`src/rtl/tx_word_seq.sv`:
```
// Transmit sequencer: captures an NUM_BYTES-wide word and feeds it byte by byte to serial8.
// Define TX_GAP_EN to insert GAP_CYCLES idle cycles between consecutive bytes.
module tx_word_seq #(
  parameter int NUM_BYTES  = 2,
  parameter bit MSB_FIRST  = 1'b1,
  parameter int GAP_CYCLES = 4,
  localparam int IDX_W     = (NUM_BYTES > 1) ? $clog2(NUM_BYTES) : 1
) (
  input  logic                   clk,
  input  logic                   rst,
  input  logic                   trmt,
  input  logic [8*NUM_BYTES-1:0] tx_data,
  input  logic                   byte_sent,
  output logic                   send_byte,
  output logic [7:0]             tx_byte,
  output logic [IDX_W-1:0]       byte_idx,
  output logic                   tx_busy,
  output logic                   tx_done
);

  if (NUM_BYTES < 1 || NUM_BYTES > 16 || GAP_CYCLES < 1 || GAP_CYCLES > 255) begin : g_param_chk
    $error("tx_word_seq: parameter out of range");
  end

`ifdef TX_GAP_EN
  typedef enum logic [1:0] {IDLE, SEND, WAIT, GAP} state_t;
  logic [7:0] gap_cnt, gap_cnt_nxt;
`else
  typedef enum logic [1:0] {IDLE, SEND, WAIT} state_t;
`endif

  state_t                      state, state_nxt;
  logic [NUM_BYTES-1:0][7:0]   shadow, shadow_nxt;
  logic                        send_nxt, done_nxt, busy_nxt;
  logic [7:0]                  byte_nxt;
  logic [IDX_W-1:0]            idx_nxt, sel_idx;
  logic                        last_byte;

  // transmit-order index mapped to the physical byte lane of the shadow word
  assign sel_idx   = MSB_FIRST ? (IDX_W'(NUM_BYTES - 1) - byte_idx) : byte_idx;
  assign last_byte = (byte_idx == IDX_W'(NUM_BYTES - 1));

  always_comb begin
    state_nxt  = state;
    send_nxt   = 1'b0;
    done_nxt   = 1'b0;
    busy_nxt   = tx_busy;
    byte_nxt   = tx_byte;
    idx_nxt    = byte_idx;
    shadow_nxt = shadow;
`ifdef TX_GAP_EN
    gap_cnt_nxt = gap_cnt;
`endif
    case (state)
      IDLE: begin
        idx_nxt  = '0;
        busy_nxt = trmt;
        if (trmt) begin
          shadow_nxt = tx_data;
          state_nxt  = SEND;
        end
      end
      SEND: begin
        send_nxt  = 1'b1;
        byte_nxt  = shadow[sel_idx];
        busy_nxt  = 1'b1;
        state_nxt = WAIT;
      end
      WAIT: begin
        if (byte_sent) begin
          if (last_byte) begin
            done_nxt  = 1'b1;
            state_nxt = IDLE;
          end else begin
            idx_nxt = byte_idx + IDX_W'(1);
`ifdef TX_GAP_EN
            gap_cnt_nxt = 8'(GAP_CYCLES - 1);
            state_nxt   = GAP;
`else
            state_nxt   = SEND;
`endif
          end
        end
      end
`ifdef TX_GAP_EN
      GAP: begin
        if (gap_cnt == 8'd0) state_nxt = SEND;
        else                 gap_cnt_nxt = gap_cnt - 8'd1;
      end
`endif
      default: state_nxt = IDLE;
    endcase
  end

  always_ff @(posedge clk) begin
    if (rst) state <= IDLE;
    else     state <= state_nxt;
  end

  // all outputs leave flops; tx_busy drops the cycle after tx_done
  always_ff @(posedge clk) begin
    if (rst) begin
      send_byte <= 1'b0;
      tx_done   <= 1'b0;
      tx_busy   <= 1'b0;
      tx_byte   <= 8'h00;
      byte_idx  <= '0;
      shadow    <= '0;
    end else begin
      send_byte <= send_nxt;
      tx_done   <= done_nxt;
      tx_busy   <= busy_nxt;
      tx_byte   <= byte_nxt;
      byte_idx  <= idx_nxt;
      shadow    <= shadow_nxt;
    end
  end

`ifdef TX_GAP_EN
  always_ff @(posedge clk) begin
    if (rst) gap_cnt <= 8'd0;
    else     gap_cnt <= gap_cnt_nxt;
  end
`endif

endmodule
```
`config.mk`:
```
export PLATFORM = sky130hd
export DESIGN_NAME = tx_word_seq
export DESIGN_NICKNAME = d
export VERILOG_FILES = /design/src/rtl/tx_word_seq.sv
export SDC_FILE = /design/constraint.sdc
export NUM_CORES = 1
export LEC_CHECK = 0
export ABC_AREA = 1
export CAP_MARGIN = 20
export CORE_MARGIN = 4
export CORE_UTILIZATION = 45
export DETAILED_ROUTE_END_ITERATION = 10
export PLACE_DENSITY_LB_ADDON = 0.08
export SLEW_MARGIN = 20
export SYNTH_ARGS = -nofsm -noshare
export SYNTH_HDL_FRONTEND = slang
export SYNTH_SLANG_ARGS = --single-unit
```
`constraint.sdc`:
```
create_clock -name clk -period 2.6 [get_ports clk]
set_input_delay 0.26 -clock clk [delete_from_list [all_inputs] [get_ports clk]]
set_output_delay 0.26 -clock clk [all_outputs]
set_load 0.01 [all_outputs]
```
* Word-level counts from Yosys, hierarchy flattened
Cells that the tools add are included.
W data, S select, Z words.
** Operators by class
- Muxes and demuxes :: 12
- Order comparisons :: 1
- Reduce and logical (&&, ||, !) cells :: 7
- Add/sub/neg operators :: 2
- Bitwise logic cells :: 2
- Eq/ne operators :: 4
** Operator list (number)
- $mux W8 :: 2
- $pmux W2 S3 :: 1
- $reduce_and A2 Y1 :: 3
- $mux W1 :: 5
- $mux W2 :: 2
- $ne A2 B2 Y1 const B :: 2
- $pmux W1 S2 :: 2
- $reduce_bool A2 Y1 :: 2
- $reduce_or A3 Y1 :: 1
- $eq A2 B1 Y1 const B :: 1
- $eq A2 B2 Y1 const B :: 1
- $logic_not A2 Y1 :: 1
- $lt A1 B2 Y1 const B :: 1
- $not A1 Y1 :: 2
- $add A1 B1 Y1 const B :: 1
- $sub A1 B1 Y1 const A :: 1
** Word-level totals
- Flip-flop bits (word level) :: 30
- Output and inout port bits :: 12
- Word-level logic and storage cells :: 36

* Logic depth before layout (Yosys ltp)
Gate-level depths: netlist of the first run.
- Depth after elaboration :: 4
- Mapped depth :: 5
- Gate-level depth less buffers :: 5

* Worst setup path after synthesis of the first run
Ideal clock, no wire load.
- Kind :: register to register
- From :: register byte_idx
- To :: register tx_byte[1]
- Cell stages (with the launch flop) :: 6
- Path buffers :: 2
- Slack :: 1.612 ns
- Setup time :: 0.112 ns
- Data arrival time :: 0.876 ns
- Required time :: 2.488 ns
- Cells stage by stage :: dfxtp_1 > buf_4 > buf_2 > nor2_1 > nor2_1 > nor2_1
** Between the ends
- Longest elaborated chain between the ends :: 3
** Ends and longest elaborated chain
- from (decl) :: RTL line 16 : output logic [IDX_W-1:0] byte_idx,
- from (signal assigned) :: RTL line 114 : byte_idx <= idx_nxt;
- $sub A1 B1 Y1 :: RTL line 40 : assign sel_idx = MSB_FIRST ? (IDX_W'(NUM_BYTES - 1) - byte_idx) : byte_idx;
- $mux W8 (not written as such) (2 in a row) :: RTL line 65 : byte_nxt = shadow[sel_idx];
- to (signal assigned) :: RTL line 113 : tx_byte <= byte_nxt;
- to (decl) :: RTL line 15 : output logic [7:0] tx_byte,
Every way passes these cells. The select of a mux whose other input is x is not followed.
A chain may end at the register's enable or synchronous reset.

* Worst setup path in the final report of the first run
- From :: register byte_idx
- To :: output port byte_idx
No word-level cell between the ends.

==> results of run 1 <==
## worst max-delay path, delay by kind of cell (launching register included)
| family | cells | cell delay [ns] |
|---|---|---|
| flops | 1 | 0.32 |
| buf+inv | 2 | 0.79 |
## how the worst min path moves through the flow
stage	start	to	slack, ns	depth (start not counted)
finish	shadow[14]$_SDFFE_PP0P_	shadow[14]$_SDFFE_PP0P_	0.49	2
global route	shadow[14]$_SDFFE_PP0P_	shadow[14]$_SDFFE_PP0P_	0.52	2
CTS	shadow[14]$_SDFFE_PP0P_	shadow[14]$_SDFFE_PP0P_	0.49	2
detailed placement	shadow[14]$_SDFFE_PP0P_	shadow[14]$_SDFFE_PP0P_	0.47	2
global placement	shadow[7]$_SDFFE_PP0P_	shadow[7]$_SDFFE_PP0P_	0.47	2
floorplan	rst	byte_idx$_SDFFE_PP0P_	0.33	1
## metrics by stage
stage | util | cells
global placement | 0.559 | 280
finish | 0.578 | 288
floorplan | - | 215
detailed placement | 0.559 | 280
global route | 0.578 | 288
CTS | 0.578 | 288
## cells in the final DEF, fill, tap and decap left out
| cell | instances |
|---|---|
| sky130_fd_sc_hd__clkbuf_4 | 5 |
| sky130_fd_sc_hd__o21ai_0 | 1 |
| sky130_fd_sc_hd__clkdlybuf4s50_1 | 31 |
| sky130_fd_sc_hd__nand3b_1 | 1 |
| sky130_fd_sc_hd__clkinv_1 | 1 |
| sky130_fd_sc_hd__buf_4 | 2 |
| sky130_fd_sc_hd__nor2_4 | 1 |
| sky130_fd_sc_hd__inv_1 | 34 |
| sky130_fd_sc_hd__clkinv_2 | 1 |
| sky130_fd_sc_hd__nor2_1 | 45 |
| sky130_fd_sc_hd__nand2_4 | 1 |
| sky130_fd_sc_hd__clkbuf_8 | 1 |
| sky130_fd_sc_hd__nand3_1 | 25 |
| sky130_fd_sc_hd__clkbuf_1 | 1 |
| sky130_fd_sc_hd__inv_2 | 1 |
| sky130_fd_sc_hd__dfxtp_1 | 30 |
| sky130_fd_sc_hd__a21oi_1 | 19 |
| sky130_fd_sc_hd__nand2_1 | 44 |
## cells by family after synthesis
kind of cell | after synthesis
flip-flops | 30
AND/OR/NAND/NOR | 117
AO/OA/AOI/OAI | 20
buffers and inverters | 48
## report_power, final
| part | internal (mW) | switching, mW |
|---|---|---|
| registers | 0.508 | 0.0330 |
| clock network | 0.131 | 0.150 |
| logic | 0.117 | 0.129 |
| total | 0.756 | 0.312 |
## flip-flops by register name (all words and copies together), names as in the netlist
signal     count
byte_idx       1
send_byte      1
state          2
tx_done        1
tx_busy        1
shadow        16
tx_byte        8
## metal layers
metal	vias up	track usage	wire length (µm)
li1	703	-	-
met1	532	0.200	1370
met2	37	0.215	1140
met3	7	0.0492	158
met4	0	0.0792	55
met5	-	0	0
## layout make-up
type,count,area share
well taps,44,0.0312
flip-flops and latches,30,0.340
multi-input cells,137,0.334
inverters,36,0.0765
repair buffers,33,0.184
clock inverters,1,0.00283
clock buffers,7,0.0312
==> out/metrics.cfg, run 1 <==
[status]
status=complete, no violations

[grt]
via_count_of_the_first_global_routing_pass=1172
antenna_found_initial=0
sum_of_overflow_across_all_layers_after_global_routing=0
grt.total_usage=0.151
grt_first_pass_wirelength_um=4940
grt_max_degree=34

[sta]
rsz0062_at_grt=false
min_period_over_period=0.650
slew_viol_final=0
fin_setup_tns_ns=0
fin_crit_ns=1.69
finalHoldViolations=0
fmax_ghz=0.592
hold-worst-slack_ns=0.485
fin_worst_skew_ns=0.0110
postLayoutSetupSlackWorst_ns=0.910
slew_hr=0.549
worst_slew_pin_slew_ns=0.672
report.final.setup_viol=0

[finish]
fillCellCount=326
antenna_diode_count=0
synthToLayoutAreaGrowth_pct=23.6
postLayoutCellArea_mm2=0.00177
final-seq-area_um2=601
multi_input_logic_area_um2=589
num-nets-final=263
post_route_cells_drive_above_1_share=0.0492

[synthesis]
muxShareOfSynthArea=0
synth-compound-area-share=0.0701
async_flop_share=0
synthesis.area_mm2=0.00143
syn-num-nets=235
synth_xor_area_frac=0
synthAdderAreaFrac=0
synth-warning-count=0
synth_top_family_by_area=simple AND/OR/NAND/NOR gates
synth.avg_cell_area_um2=6.65
synth-edff-count=0
post-synth-top-area-fraction=0.420
ys_seq_elements=30
synth.yosys.seq_area_share=0.420
post-synth-top-area-cell=sky130_fd_sc_hd__dfxtp_1
postSynth.topFlopCell=sky130_fd_sc_hd__dfxtp_1
post_synth_inst_count=215
netlist-cell-type-count=16
synth_top_cells_by_count=45 x sky130_fd_sc_hd__nor2_1, 44 x sky130_fd_sc_hd__nand2_1, 34 x sky130_fd_sc_hd__inv_1
yosys.cell_count.top_type=sky130_fd_sc_hd__nor2_1
synth_top_cells_by_area=sky130_fd_sc_hd__dfxtp_1 42%, sky130_fd_sc_hd__nor2_1 12%, sky130_fd_sc_hd__nand2_1 12%
synthSimpleGateAreaFrac=0.342

[min_path]
timing.hold.worst.class=reg2reg

[drt]
detailedRoute.firstIterationViolations=84
routed-via-count=1279
totalWireLength_um=2720
antenna_violating_nets_post_route=0
detail_route.first_pass.iterations=4
post-route-drc-count=0
viasPerCell=4.44
avgRoutedWirePerCell_um=9.46

[critical_path]
startpoint=byte_idx$_SDFFE_PP0P_
r2r_end=shadow[0]$_SDFFE_PP0P_
worst-r2r-setup-slack_ns=1.07
cp_arrival_ns=1.43
cp-endpoint=byte_idx
critical_path.max_fanout=20
crit_path_cell_trace=buf_4, clkdlybuf4s50_1
cp_slowest_cell=sky130_fd_sc_hd__clkdlybuf4s50_1
worst_setup_path_end_kind=primary output
worstSetupStartpointType=flop
critical_path_class=reg2out
worst-r2r-cell-count=4
crit_path_max_incr_delay_ns=0.57
required_ns=2.34
regToRegStartpoint=state[0]$_SDFFE_PP0P_

[place]
place_hpwl_um=1870
buffer_ports.inserted=31
globalplace.congestion=0.751
pre_cts_slack_ns=0.779
placed_cell_areas_mm2=0.00171

[floorplanning]
io-pin-count=32
rows=20
chipWidth_um=64.4
die-height_um=64.4
floorplan.initialDensity=0.468
floorplan.core_area_mm2=0.00305
die_area_mm2=0.00414

[cts]
cts_resized=0
cts_tree=yes
ctsRootBufferMaster=sky130_fd_sc_hd__clkbuf_4
clk-insertion-delay-late_ns=0.32
post-cts-setup-buffers=0
numClockSinks=30
ctsLongestPathBuffers=2
cts_htree_levels=2
hold_buffers=0
cts_inserted_buffers=5
post_cts_clock_slew_at_the_launch_and_capture_registers_of_the_worst_setup_and_hold_paths_ns=0.09

[power_and_ir_drop]
leakage_nw=0.840
irDropWorstVdd_v=0.000284
pwr_density_cell_mw_per_mm2=605
report.power.total_mw=1.07

[job]
drv_cap=0

No activity file was read; power rests on OpenSTA's default activity.
==> inputs of run 2 (changes only) <==
==> constraint.sdc (replaced) <==
create_clock -name clk -period 1.7 [get_ports clk]
set_input_delay 0.17 -clock clk [delete_from_list [all_inputs] [get_ports clk]]
set_output_delay 0.17 -clock clk [all_outputs]
set_load 0.01 [all_outputs]
==> run 2 against run 1 <==
Net effect: via count decreased by 0.39%; global-route usage down 0.61 points; clock skew down 0.0056 ns; first-iteration DRC count down 32%; routed wire length rose by 3.3%; critical path type unchanged; non-clock buffer count up 3; final cell count is 0.69% higher; utilization up 0.25 points; die area unchanged; critical path depth decreased by 1.
==> out/metrics.cfg, run 2 (synthesis results as in run 1) <==
[grt]
grt_max_degree=34
grt_first_pass_wirelength_um=4620
sum_of_overflow_across_all_layers_after_global_routing=0
antenna_found_initial=0
grt.total_usage=0.144
via_count_of_the_first_global_routing_pass=1081

[job]
drv_cap=0

[floorplanning]
io-pin-count=32
floorplan.initialDensity=0.468
rows=20
die_area_mm2=0.00414
floorplan.core_area_mm2=0.00305
chipWidth_um=64.4
die-height_um=64.4

[finish]
antenna_diode_count=0
mostFrequentLayoutCell=sky130_fd_sc_hd__nor2_1
synthToLayoutAreaGrowth_pct=24.1
largest_reg_flops=16
most-common-layout-cells=45 x sky130_fd_sc_hd__nor2_1, 44 x sky130_fd_sc_hd__nand2_1, 34 x sky130_fd_sc_hd__inv_1
num-nets-final=266
fillCellCount=334
largestRegisters=shadow (16), tx_byte (8), state (2)
top_register=shadow
post_route_cells_drive_above_1_share=0.0528

[power_and_ir_drop]
leakage_nw=0.844
pwr-share-seq=0.515
pwr_density_cell_mw_per_mm2=898
swShare=0.296
share_clk_of_total_power=0.236
p_sw_mw=0.470
power_report.internal_total_mw=1.12
comb_power_share=0.249
irDropWorstVdd_v=0.000414

[critical_path]
critical_path_class=reg2out
cp_arrival_ns=1.21
worstSetupStartpointType=flop
startpoint=tx_byte[5]$_SDFFE_PP0P_
cp_slowest_cell=sky130_fd_sc_hd__clkdlybuf4s50_1
critical_path.max_fanout=2
regToRegStartpoint=state[1]$_SDFFE_PP0P_
count_of_buffering_cells_on_the_critical_path_with_inverters_included=1
critPathTopFamily=buffers and inverters
crit_path_cell_trace=clkdlybuf4s50_1
crit_path_max_incr_delay_ns=0.55
required_ns=1.53
worst_setup_path_end_kind=primary output

[drt]
detail_route.first_pass.iterations=4
avgRoutedWirePerCell_um=9.71
post-route-drc-count=0
antenna_violating_nets_post_route=0
detailedRoute.firstIterationViolations=57
viasPerCell=4.39
totalWireLength_um=2820
routed-via-count=1274

[cts]
numClockSinks=30
cts_tree=yes
ctsRootBufferMaster=sky130_fd_sc_hd__clkbuf_4
ctsLongestPathBuffers=2
cts_resized=0
clk-insertion-delay-late_ns=0.32
post-cts-setup-buffers=0
hold_buffers=0
post_cts_clock_slew_at_the_launch_and_capture_registers_of_the_worst_setup_and_hold_paths_ns=0.09
cts_htree_levels=2
cts_inserted_buffers=5

[status]
status=complete, no violations

[sta]
min_period_over_period=0.814
slew_hr=0.796
worst_slew_pin_slew_ns=0.306
fmax_ghz=0.723
slew_viol_final=0
rsz0062_at_grt=false
fin_setup_tns_ns=0
fin_crit_ns=1.38
finalHoldViolations=0
report.final.setup_viol=0
hold-worst-slack_ns=0.454
fin_worst_skew_ns=0.00545

[min_path]
timing.hold.worst.class=in2reg
hp-start=rst

[place]
place_hpwl_um=1930
buffer_ports.inserted=31
globalplace.congestion=0.751

-- run 2: cell count changes in the layout (fill, tap and decap cells not counted), sizes merged --
cell,change
clkinv,-1
buf,+3
-- run 2: path summary, 6_finish.rpt --
path                        endpoint  slack, ns  depth (start not counted)
max                       tx_byte[5]       0.32                          1
min             send_byte$_SDFF_PP0_       0.45                          2
max reg2reg   shadow[9]$_SDFFE_PP0P_       0.54                          5
min reg2reg  shadow[13]$_SDFFE_PP0P_       0.48                          2
-- run 2: final cells by class --
type	instances	area, µm²	area share
Clock buffer	7	45.0	0.0254
Inverter	36	135	0.0762
Multi-Input combinational cell	137	589	0.332
Sequential cell	30	601	0.339
Tap cell	44	55.1	0.0311
Timing Repair Buffer	36	348	0.196
-- run 2: per-layer routing --
metal	share of wire	track usage	vias up
met5	0	0	-
met1	0.50	0.182	521
met3	0.064	0.0545	7
met2	0.42	0.215	39
li1	-	-	707
met4	0.020	0.0712	0
-- run 2: power groups by stage --
| stage | Combinational, mW | Clock (mW) | Sequential (mW) |
|---|---|---|---|
| after floorplan | 0.270 | 0 | 0.843 |
| after CTS | 0.401 | 0.393 | 0.820 |
| final | 0.396 | 0.376 | 0.820 |
| after global routing | 0.447 | 0.430 | 0.829 |
| after detailed placement | 0.400 | 0 | 0.836 |
| after global placement | 0.391 | 0 | 0.833 |
-- run 2: metrics by stage --
step                      setup slack [ns]  cell area [µm²]  cells   util  total power [mW]
after floorplan                      0.712             1430    215      -              1.11
after global placement               0.426             1730    283  0.566              1.22
after detailed placement             0.414             1730    283  0.566              1.24
after CTS                            0.296             1770    290  0.581              1.61
after global routing                 0.276             1770    290  0.581              1.71
final                                0.317             1770    290  0.581              1.59
==> inputs of run 3 (changes only) <==
--- a/config.mk
+++ b/config.mk
@@ -8,7 +8,7 @@
 export ABC_AREA = 1
 export CAP_MARGIN = 20
 export CORE_MARGIN = 4
-export CORE_UTILIZATION = 45
+export CORE_UTILIZATION = 44
 export DETAILED_ROUTE_END_ITERATION = 10
 export PLACE_DENSITY_LB_ADDON = 0.08
 export SLEW_MARGIN = 20
==> constraint.sdc (replaced) <==
create_clock -name clk -period 1.25 [get_ports clk]
set_input_delay 0.125 -clock clk [delete_from_list [all_inputs] [get_ports clk]]
set_output_delay 0.125 -clock clk [all_outputs]
set_load 0.01 [all_outputs]
==> run 3 against run 2 <==
Net effect: hold slack got worse by 0.046 ns; sequential power is 35% higher; sequential cell count is the same; final cell count rose by 1.4%; routed wire length up 1.1%; critical path depth is the same.
==> out/metrics.cfg, run 3 (synthesis results as in run 1) <==
[status]
status=complete, no violations

[cts]
cts_tree=yes
cts_resized=12
post_cts_clock_slew_at_the_launch_and_capture_registers_of_the_worst_setup_and_hold_paths_ns=0.09
hold_buffers=0
cts_inserted_buffers=5
clk-insertion-delay-late_ns=0.32
post-cts-setup-buffers=0
cts_htree_levels=2
ctsLongestPathBuffers=2
ctsRootBufferMaster=sky130_fd_sc_hd__clkbuf_4
numClockSinks=30

[drt]
antenna_violating_nets_post_route=0
totalWireLength_um=2850
routed-via-count=1294
viasPerCell=4.40
detail_route.first_pass.iterations=4
avgRoutedWirePerCell_um=9.68
post-route-drc-count=0
detailedRoute.firstIterationViolations=53

[place]
pre_cts_slack_ns=0.0816
place_hpwl_um=1990
globalplace.congestion=0.788
buffer_ports.inserted=31

[critical_path]
worstSetupStartpointType=flop
count_of_buffering_cells_on_the_critical_path_with_inverters_included=1
cp_slowest_cell=sky130_fd_sc_hd__dfxtp_1
worst_setup_path_end_kind=primary output
required_ns=1.12
critical_path_class=reg2out
crit_path_max_incr_delay_ns=0.37
cp_arrival_ns=0.96
crit_path_cell_trace=dlygate4sd2_1
critical_path.max_fanout=3
critPathTopFamily=flip-flops

[sta]
report.final.setup_viol=0
hold-worst-slack_ns=0.408
finalHoldViolations=0
slew_viol_final=0
fmax_ghz=0.919
fin_setup_tns_ns=0
slew_hr=0.824
fin_crit_ns=1.09
fin_worst_skew_ns=0.00488
worst_slew_pin_slew_ns=0.263
postLayoutSetupSlackWorst_ns=0.162
rsz0062_at_grt=false
min_period_over_period=0.871

[finish]
multi_input_logic_area_um2=589
antenna_diode_count=0
final-seq-area_um2=601
most-common-layout-cells=45 x sky130_fd_sc_hd__nor2_1, 44 x sky130_fd_sc_hd__nand2_1, 34 x sky130_fd_sc_hd__inv_1
post_route_cells_drive_above_1_share=0.0680
largest_reg_flops=16
top_register=shadow
largestRegisters=shadow (16), tx_byte (8), state (2)
mostFrequentLayoutCell=sky130_fd_sc_hd__nor2_1
synthToLayoutAreaGrowth_pct=26.9
fin_util=0.589
num-nets-final=270
fillCellCount=324

[floorplanning]
rows=20
floorplan.core_area_mm2=0.00308
die-height_um=65.0
die_area_mm2=0.00422
io-pin-count=32
floorplan.initialDensity=0.464
chipWidth_um=65.0

[grt]
via_count_of_the_first_global_routing_pass=1053
grt_max_degree=34
sum_of_overflow_across_all_layers_after_global_routing=0
grt_first_pass_wirelength_um=4710
antenna_found_initial=0
grt.total_usage=0.149

[power_and_ir_drop]
pwr_density_cell_mw_per_mm2=1200
report.power.total_mw=2.18
irDropWorstVdd_v=0.000453
leakage_nw=0.922

[job]
drv_cap=0

[min_path]
timing.hold.worst.class=in2reg

==> run 3: per-stage QoR <==
step	instance area [µm²]	instances
after floorplan	1430	215
after global placement	1780	287
after detailed placement	1780	287
after CTS	1810	294
after global routing	1810	294
final	1810	294
==> run 3: layout make-up <==
class                   count  share of cell area
flip-flops and latches     30               0.331
multi-input cells         137               0.325
repair buffers             40               0.214
inverters                  36              0.0745
well taps                  44              0.0304
clock buffers               7              0.0248
==> run 3: final timing paths <==
| kind | cells past startpoint | slack, ns | to | startpoint |
|---|---|---|---|---|
| hold / removal | 3 | 0.41 | tx_done$_SDFF_PP0_ | byte_sent |
| setup reg to reg | 4 | 0.17 | tx_byte[4]$_SDFFE_PP0P_ | state[0]$_SDFFE_PP0P_ |
| setup / recovery | 1 | 0.16 | byte_idx | byte_idx$_SDFFE_PP0P_ |
| hold reg to reg | 2 | 0.49 | shadow[9]$_SDFFE_PP0P_ | shadow[9]$_SDFFE_PP0P_ |
==> run 3: power by group <==
group	leakage [nW]	switching (mW)	internal, mW
logic	0.649	0.289	0.257
clock network	0.0254	0.308	0.212
registers	0.248	0.0566	1.06
==> run 3: worst register-to-register path: stages (launching register included) <==
cell and delay, ns:
sky130_fd_sc_hd__dfxtp_1 0.47, sky130_fd_sc_hd__buf_4 0.21, sky130_fd_sc_hd__nand3_1 0.10, sky130_fd_sc_hd__nor2_1 0.15, sky130_fd_sc_hd__nor2_1 0.05
==> run 3: metal layers <==
metal / up-vias / global-route usage / wire [µm]
met5: - / 0 / 0
met4: 0 / 0.0871 / 57
met3: 6 / 0.0399 / 189
met2: 40 / 0.216 / 1220
met1: 530 / 0.196 / 1380
li1: 718 / - / -
